<file path="src/rtl/reg_bus_if.sv">
// Handshake and register-bus bundle for reg_bus_reader.
// master = reader side, slave = requester/consumer and register bank.
interface reg_bus_if #(
    parameter int NrOfBits = 32,
    parameter int NrOfRegs = 4,
    parameter int AddrBits = 2
) ();
    logic                Tick;
    logic                ReqValid;
    logic                ReqScan;
    logic [AddrBits-1:0] ReqAddr;
    logic                ReqReady;
    logic [NrOfBits-1:0] BusIn;
    logic [NrOfRegs-1:0] cs;
    logic                RspValid;
    logic [NrOfBits-1:0] RspData;
    logic [AddrBits-1:0] RspAddr;
    logic                RspLast;
    logic                RspReady;

    modport master (
        input  Tick, ReqValid, ReqScan, ReqAddr, BusIn, RspReady,
        output ReqReady, cs, RspValid, RspData, RspAddr, RspLast
    );

    modport slave (
        output Tick, ReqValid, ReqScan, ReqAddr, BusIn, RspReady,
        input  ReqReady, cs, RspValid, RspData, RspAddr, RspLast
    );
endinterface

</file>
<file path="src/rtl/reg_bus_reader.sv">
// Sequential reader for a shared tri-state register bus.
// Selects one register at a time, waits for settle, captures, responds.
module reg_bus_reader #(
    parameter int NrOfBits    = 32,
    parameter int NrOfRegs    = 4,
    parameter int AddrBits    = 2,
    parameter int SettleTicks = 1
) (
    input  logic     Clock,
    input  logic     Reset,
    reg_bus_if.master bus
);
    typedef enum logic [2:0] {
        IDLE, GAP, SELECT, CAPTURE, RESP
    } state_t;

    localparam logic [AddrBits:0] LastIdx = (AddrBits+1)'(NrOfRegs - 1);
    localparam logic [3:0] SettleInit = 4'(SettleTicks);

    state_t              state_q;
    state_t              state_d;
    logic [AddrBits-1:0] cur_q;
    logic                scan_q;
    logic                oor_q;
    logic [3:0]          cnt_q;
    logic [NrOfBits-1:0] data_q;
    logic [AddrBits-1:0] raddr_q;
    logic                last_q;
    logic                rdy_en_q;

    logic                req_ready;
    logic                rsp_valid;
    logic [NrOfRegs-1:0] cs_d;
    logic                accept;
    logic                rsp_take;
    logic                req_oor;
    logic                at_last;
    logic                settle_done;

    assign req_oor     = {1'b0, bus.ReqAddr} > LastIdx;
    assign at_last     = {1'b0, cur_q} == LastIdx;
    assign accept      = bus.ReqValid && req_ready;
    assign rsp_take    = rsp_valid && bus.RspReady;
    assign settle_done = (cnt_q == 4'd0) || (bus.Tick && cnt_q == 4'd1);

    // State register; reset lands in IDLE with the bus released.
    always_ff @(posedge Clock or negedge Reset) begin
        if (!Reset) state_q <= IDLE;
        else        state_q <= state_d;
    end

    // Next-state: only the settle wait in SELECT depends on Tick.
    always_comb begin
        state_d = state_q;
        unique case (state_q)
            IDLE:    if (accept) state_d = GAP;
            GAP:     state_d = SELECT;
            SELECT:  if (settle_done) state_d = CAPTURE;
            CAPTURE: state_d = RESP;
            RESP:    if (rsp_take) state_d = last_q ? IDLE : GAP;
            default: state_d = IDLE;
        endcase
    end

    // Outputs: at most one select low, only in SELECT/CAPTURE.
    always_comb begin
        req_ready = 1'b0;
        rsp_valid = 1'b0;
        cs_d      = '1;
        unique case (state_q)
            IDLE: req_ready = rdy_en_q;
            SELECT, CAPTURE: begin
                for (int i = 0; i < NrOfRegs; i++) begin
                    if (!oor_q && cur_q == AddrBits'(i)) cs_d[i] = 1'b0;
                end
            end
            RESP:    rsp_valid = 1'b1;
            default: ;
        endcase
    end

    // Datapath: request latch, settle counter, response capture.
    always_ff @(posedge Clock or negedge Reset) begin
        if (!Reset) begin
            rdy_en_q <= 1'b0;
            cur_q    <= '0;
            scan_q   <= 1'b0;
            oor_q    <= 1'b0;
            cnt_q    <= 4'd0;
            data_q   <= '0;
            raddr_q  <= '0;
            last_q   <= 1'b0;
        end else begin
            rdy_en_q <= 1'b1;
            unique case (state_q)
                IDLE: begin
                    if (accept) begin
                        cur_q  <= bus.ReqAddr;
                        scan_q <= bus.ReqScan && !req_oor;
                        oor_q  <= req_oor;
                    end
                end
                GAP: cnt_q <= SettleInit;
                SELECT: begin
                    if (bus.Tick && cnt_q != 4'd0) cnt_q <= cnt_q - 4'd1;
                end
                CAPTURE: begin
                    data_q  <= oor_q ? '0 : bus.BusIn;
                    raddr_q <= cur_q;
                    last_q  <= !scan_q || at_last;
                end
                RESP: begin
                    if (rsp_take && !last_q) cur_q <= cur_q + AddrBits'(1);
                end
                default: ;
            endcase
        end
    end

    assign bus.ReqReady = req_ready;
    assign bus.cs       = cs_d;
    assign bus.RspValid = rsp_valid;
    assign bus.RspData  = data_q;
    assign bus.RspAddr  = raddr_q;
    assign bus.RspLast  = last_q;
endmodule
</file>
<file path="src/flat_wrapper.sv">
// flat-port wrapper written by rule: the top's interface ports become plain ports
module reg_bus_reader_flat 
#(
    parameter int NrOfBits    = 32,
    parameter int NrOfRegs    = 4,
    parameter int AddrBits    = 2,
    parameter int SettleTicks = 1
)
  (Clock, Reset, bus_Tick, bus_ReqValid, bus_ReqScan, bus_ReqAddr, bus_BusIn, bus_RspReady, bus_ReqReady, bus_cs, bus_RspValid, bus_RspData, bus_RspAddr, bus_RspLast);
  reg_bus_if #(.NrOfBits(NrOfBits), .NrOfRegs(NrOfRegs), .AddrBits(AddrBits)) bus_i ();
  input  logic Clock;
  input  logic Reset;
  input wire logic [$bits(bus_i.Tick)-1:0] bus_Tick;
  input wire logic [$bits(bus_i.ReqValid)-1:0] bus_ReqValid;
  input wire logic [$bits(bus_i.ReqScan)-1:0] bus_ReqScan;
  input wire logic [$bits(bus_i.ReqAddr)-1:0] bus_ReqAddr;
  input wire logic [$bits(bus_i.BusIn)-1:0] bus_BusIn;
  input wire logic [$bits(bus_i.RspReady)-1:0] bus_RspReady;
  output wire logic [$bits(bus_i.ReqReady)-1:0] bus_ReqReady;
  output wire logic [$bits(bus_i.cs)-1:0] bus_cs;
  output wire logic [$bits(bus_i.RspValid)-1:0] bus_RspValid;
  output wire logic [$bits(bus_i.RspData)-1:0] bus_RspData;
  output wire logic [$bits(bus_i.RspAddr)-1:0] bus_RspAddr;
  output wire logic [$bits(bus_i.RspLast)-1:0] bus_RspLast;
  assign bus_i.Tick = bus_Tick;
  assign bus_i.ReqValid = bus_ReqValid;
  assign bus_i.ReqScan = bus_ReqScan;
  assign bus_i.ReqAddr = bus_ReqAddr;
  assign bus_i.BusIn = bus_BusIn;
  assign bus_i.RspReady = bus_RspReady;
  assign bus_ReqReady = bus_i.ReqReady;
  assign bus_cs = bus_i.cs;
  assign bus_RspValid = bus_i.RspValid;
  assign bus_RspData = bus_i.RspData;
  assign bus_RspAddr = bus_i.RspAddr;
  assign bus_RspLast = bus_i.RspLast;
  reg_bus_reader #(.NrOfBits(NrOfBits), .NrOfRegs(NrOfRegs), .AddrBits(AddrBits), .SettleTicks(SettleTicks)) u_core (.Clock(Clock), .Reset(Reset), .bus(bus_i));
endmodule
</file>
<file path="config.mk">
export PLATFORM = sky130hd
export DESIGN_NAME = reg_bus_reader_flat
export DESIGN_NICKNAME = d
export VERILOG_FILES = /design/src/rtl/reg_bus_if.sv /design/src/rtl/reg_bus_reader.sv /design/src/flat_wrapper.sv
export SDC_FILE = /design/constraint.sdc
export NUM_CORES = 1
export LEC_CHECK = 0
export CAP_MARGIN = 10
export CELL_PAD_IN_SITES_DETAIL_PLACEMENT = 1
export CELL_PAD_IN_SITES_GLOBAL_PLACEMENT = 2
export CORE_ASPECT_RATIO = 1.2
export CORE_MARGIN = 2
export CORE_UTILIZATION = 24
export CTS_CLUSTER_DIAMETER = 40
export DETAILED_ROUTE_END_ITERATION = 16
export GPL_TIMING_DRIVEN = 0
export PLACE_DENSITY_LB_ADDON = 0.1
export REMOVE_ABC_BUFFERS = 1
export SYNTH_ARGS = -nofsm -noshare
export SYNTH_HDL_FRONTEND = slang
export SYNTH_SLANG_ARGS = --single-unit
export TNS_END_PERCENT = 1
</file>
<file path="constraint.sdc">
create_clock -name Clock -period 1.5 [get_ports Clock]
set_input_delay 0.375 -clock Clock [delete_from_list [all_inputs] [get_ports Clock]]
set_output_delay 0.375 -clock Clock [all_outputs]
set_load 0.03 [all_outputs]
</file>
======== Word-level counts from Yosys, hierarchy flattened ========
Index checks and enable logic that the tools add are counted.
operators by class
  reductions and logical operators ........ 20
  muxes and demuxes ....................... 17
  equal/unequal tests ..................... 13
  add/subtract/negate cells ............... 2
operators by type and width
  cell                                              number
  one-hot mux 3 bit (5 select lines)                1
  != test 2 x 1 -> 1 bit, second input constant     5
  two-way mux 3 bit                                 3
  two-way mux 4 bit                                 2
  one-hot mux 4 bit (2 select lines)                1
  two-way mux 1 bit                                 7
  == test 3 x 2 -> 1 bit, second input constant     2
  AND reduction 3 bit                               2
  logical AND 1 bit                                 5
  == test 2 bit, second input constant              2
  == test 4 x 1 -> 1 bit, second input constant     1
  logical NOT 4 bit                                 1
  two-way mux 2 bit                                 2
  one-hot mux 2 bit (2 select lines)                1
  AND reduction 2 bit                               2
  nonzero test 2 bit                                2
  nonzero test 4 bit                                1
  subtractor 4 x 1 -> 4 bit, second input constant  1
  == test 3 x 1 -> 1 bit, second input constant     1
  == test 3 bit, second input constant              1
  logical NOT 3 bit                                 1
  adder 2 x 1 -> 2 bit, second input constant       1
  == test 2 x 1 -> 1 bit, second input constant     1
  logical NOT 1 bit                                 2
  other kinds (3)                                   4
storage, ports and cells
  bits in registers ....................... 46

======== Logic depth before layout (Yosys ltp) ========
Gate-level depths: netlist of run 1.
  word-level depth ........................ 6
  mapped depth ............................ 6

======== Least setup slack after synthesis of run 1 ========
No wires, ideal clock.
  path kind ............................... reg-to-reg
  start point ............................. reg u_core.state_q[2]
  end point ............................... reg u_core.cur_q[0]
  buffers on the path ..................... 0
  path slack .............................. -0.444 ns
  data arrival time ....................... 1.818 ns
  period minus slack after synthesis ...... 1.944 ns
  stages on the path, launching flop included .. 4
  required time ........................... 1.374 ns
  library setup time ...................... 0.126 ns
  cells stage by stage .................... dfrtp_1 -> nor4b_2 -> a221oi_1 -> a311o_1
between the ends
  elaborated cells between the ends (all ways) .. 12
  classes of those cells .................. 3 x eq/ne; 3 x mux; 6 x reduce/logical
RTL lines
  element                           line                   text
  start: declaration                reg_bus_reader.sv:20   state_t state_q;
  start signal: assignment          reg_bus_reader.sv:49   else state_q <= state_d;
  logical NOT 3 bit                 reg_bus_reader.sv:70   unique case (state_q)
  two-way mux 1 bit                 reg_bus_reader.sv:70
  named net bus_ReqReady            flat_wrapper.sv:19     output wire logic [$bits(bus_i.ReqReady)-1:0] bus_ReqReady;
  logical AND 1 bit                 reg_bus_reader.sv:42   assign accept = bus.ReqValid && req_ready;
  != test 2 x 1 -> 1 bit (no line)  n/a
  AND reduction 3 bit (no line)     n/a
  end signal: assignment            reg_bus_reader.sv:98   cur_q <= bus.ReqAddr;
  end signal: assignment            reg_bus_reader.sv:113  if (rsp_take && !last_q) cur_q <= cur_q + AddrBits'(1);
  end: declaration                  reg_bus_reader.sv:22   logic [AddrBits-1:0] cur_q;
The timed path passes the listed nets, and every way through them passes these cells.
A chain may end at the register's enable or synchronous reset.

======== Worst setup path in the final report of run 1 ========
  start point ............................. reg u_core.state_q[0]
  end point ............................... out bus_RspValid
between the ends
  longest elaborated chain between the ends .. 2
RTL lines
  element            line                  text
  == test 3 bit      reg_bus_reader.sv:70
  two-way mux 1 bit  reg_bus_reader.sv:70
  end: declaration   flat_wrapper.sv:21    output wire logic [$bits(bus_i.RspValid)-1:0] bus_RspValid;
No other way between the ends.

==> results of run 1 <==
==> worst paths after layout <==
check / cells after the start / startpoint / slack, ps / to
worst max register to register: 3 / u_core.state_q[0] / -80 / u_core.cur_q[0]
min in group asynchronous: 2 / Reset / 520 / u_core.bus.RspData[29]
max in group asynchronous: 3 / Reset / 470 / u_core.state_q[0]
worst min register to register: 2 / u_core.bus.RspAddr[0] / 510 / u_core.bus.RspAddr[0]
worst max-delay path: 3 / u_core.state_q[0] / -280 / bus_RspValid
worst min-delay path: 2 / u_core.bus.RspAddr[0] / 510 / u_core.bus.RspAddr[0]
==> through the flow <==
stage,TNS [ps],instances
finish,-2040,335
global route,-3740,335
CTS,-1920,329
detailed placement,-14730,319
global placement,-104930,316
floorplan,-20970,141
==> cells in the final DEF (no fill, tap or decap), types with 3 or more instances in the layout <==
cell type / Yosys / final
buf_2: 5 / 4
buf_4: 0 / 6
buf_6: 0 / 4
clkbuf_8: 0 / 6
clkdlybuf4s15_1: 0 / 10
clkdlybuf4s50_1: 0 / 38
dfrtp_1: 46 / 42
dfrtp_2: 0 / 4
dlygate4sd2_1: 0 / 25
ha_1: 7 / 7
inv_1: 6 / 5
mux2_2: 34 / 34
nand2_1: 8 / 7
nand3b_1: 3 / 3
nor2_1: 5 / 5
o21ai_0: 4 / 4
==> cell type report <==
class | count | share of cell area
sequential | 46 | 0.374
timing repair buffer | 91 | 0.285
multi-input combinational | 88 | 0.261
tap | 95 | 0.0384
clock buffer | 6 | 0.0267
inverter | 7 | 0.00931
clock inverter | 2 | 0.00526
==> Yosys cell counts, drive strengths merged (2+ instances only) <==
library cell,instances,area (um^2)
dfrtp,46,1150
mux2,34,383
nand2,8,30.0
ha,7,87.6
inv,7,26.3
buf,5,25.0
nor2,5,18.8
o21ai,4,20.0
nand3b,3,22.5
nor2b,3,18.8
a21oi,2,10.0
nand3,2,10.0
==> where the power goes <==
group	switching [mW]	internal, mW	total (mW)	leakage (nW)
Combinational	1.99	1.51	3.50	0.783
Sequential	0.382	1.85	2.23	0.539
Clock	0.446	0.380	0.827	0.0478
Total	2.82	3.73	6.56	1.37
==> kinds of logic after synthesis <==
logic type,after synthesis,share of synthesized area
fa+ha+maj,7,0.0442
compound gates,16,0.0594
xor+xnor,1,0.00443
other cells,1,0.00189
buf+inv,12,0.0259
flops,46,0.582
simple gates,28,0.0841
mux,35,0.198
==> critical path, cell delays in order, from the launching register on <==
cell and delay [ps]:
dfrtp_2 450, or3b_4 440, inv_4 90, buf_6 130
==> metal layers <==
metal / GRT usage / routed length, um
met1: 0.139 / 1940
met4: 0.0325 / 44
met3: 0.0452 / 356
met2: 0.212 / 2790
met5: 0 / 0
==> flip-flops by register name, summed over array words and instances, names as in the netlist <==
| signal | flops |
|---|---|
| u_core.state_q | 3 |
| u_core.scan_q | 1 |
| u_core.bus.RspLast | 1 |
| u_core.cnt_q | 4 |
| u_core.bus.RspData | 32 |
| u_core.bus.RspAddr | 2 |
| u_core.rdy_en_q | 1 |
| u_core.cur_q | 2 |
==> repair_timing <==
action,4_1_cts,5_1_grt
setup endpoints to repair,83,37
resized for setup,70,26
endpoints found under the hold margin,14,0
hold buffers,1,0
buffers inserted,1,6
pin swaps,1,2
==> metrics, run 1 <==
pin count of the biggest net entering global routing 33; Max-Cap Viols 0; register bit total from synthesis 46; crit end category output pin; fmax 561 MHz; Mapped Area 1980 um^2; total track usage 0.121; unique cell type count in the Yosys netlist 33; first drt pass iteration count 4; Layout Nets 286; Core Area 8060 um^2; final setup skew 6.49 ps; Leakage 1.37 nW; Root Buffer clkbuf_8; Power Density 2120 nW/um^2; Worst Hold Class reg -> reg; Main synth FF type dfrtp_1; vias after detailed routing 1492; CTS tree yes; peak supply drop 1.13 mV; WP data required 1120 ps; CP startpoint kind flop; Post-Route WL 5.14 mm; Worst-Skew Late Latency 300 ps; FP Rows 36; Syn-to-layout area delta 56.2%; GRT Residual Overflow 0; crit path DAT 1410 ps; vias in the first global route 1695; failing checks setup timing; Fin Hold WS 505 ps; first-pass GRT wire length 8.49 mm; initial antenna violation count 0; Cells after Synth 146; clk sink count 46; placement-stage cell area 2930 um^2; area of the multi-input gates 807 um^2; Worst-path clk slew 90 ps; RSZ-0062 raised after global routing yes; Die H 103 um; # setup viols final 26; post-route antenna net violation count 0; routed len/inst 15.3 um; CTS H-tree depth 2; status complete, but fails checks; die width 86.9 um; Post-synth EDFFs 0; dpl ws -645 ps; Final Util 0.383; fin area 3090 um^2; Pwr Total 6.56 mW; worst setup margin -281 ps; Fin. Hold Viols 0; FF/Latch Area 1160 um^2; clock tree buffer depth 2; num ports 81; floorplan die area 8990 um^2; Starting Density 0.245; routability congestion estimate 0.746; DR DRC count 0; Final HPWL DP 3.87 mm; ys async rst share 1.00; Port Buf Inserts 80; synthesized area per cell 13.6 um^2; Num CTS Buffers 5; Crit Path Class reg -> out; layout cells sized above 1 0.296; Fillers 866; post-synthesis sequential area ratio 0.582; Crit Path Max Fanout 4; Final Cycle Share 1.19; fin crit period 1780 ps; number of vias per cell 4.45; Max Transition Viols Final 0; Iter 0 DRT Violations 28; Synthesis Warnings 0; Ant. Diodes 0
Note: power is estimated with default switching activity, not from simulation.
==> run 2, diff against run 1 <==
--- a/config.mk
+++ b/config.mk
@@ -13,6 +13,7 @@
 export CORE_UTILIZATION = 24
 export CTS_CLUSTER_DIAMETER = 40
 export DETAILED_ROUTE_END_ITERATION = 16
+export GPL_ROUTABILITY_DRIVEN = 0
 export GPL_TIMING_DRIVEN = 0
 export PLACE_DENSITY_LB_ADDON = 0.1
 export REMOVE_ABC_BUFFERS = 1
==> results of run 2 <==
The final DEF is identical to that of run 1; final timing and power are the same.
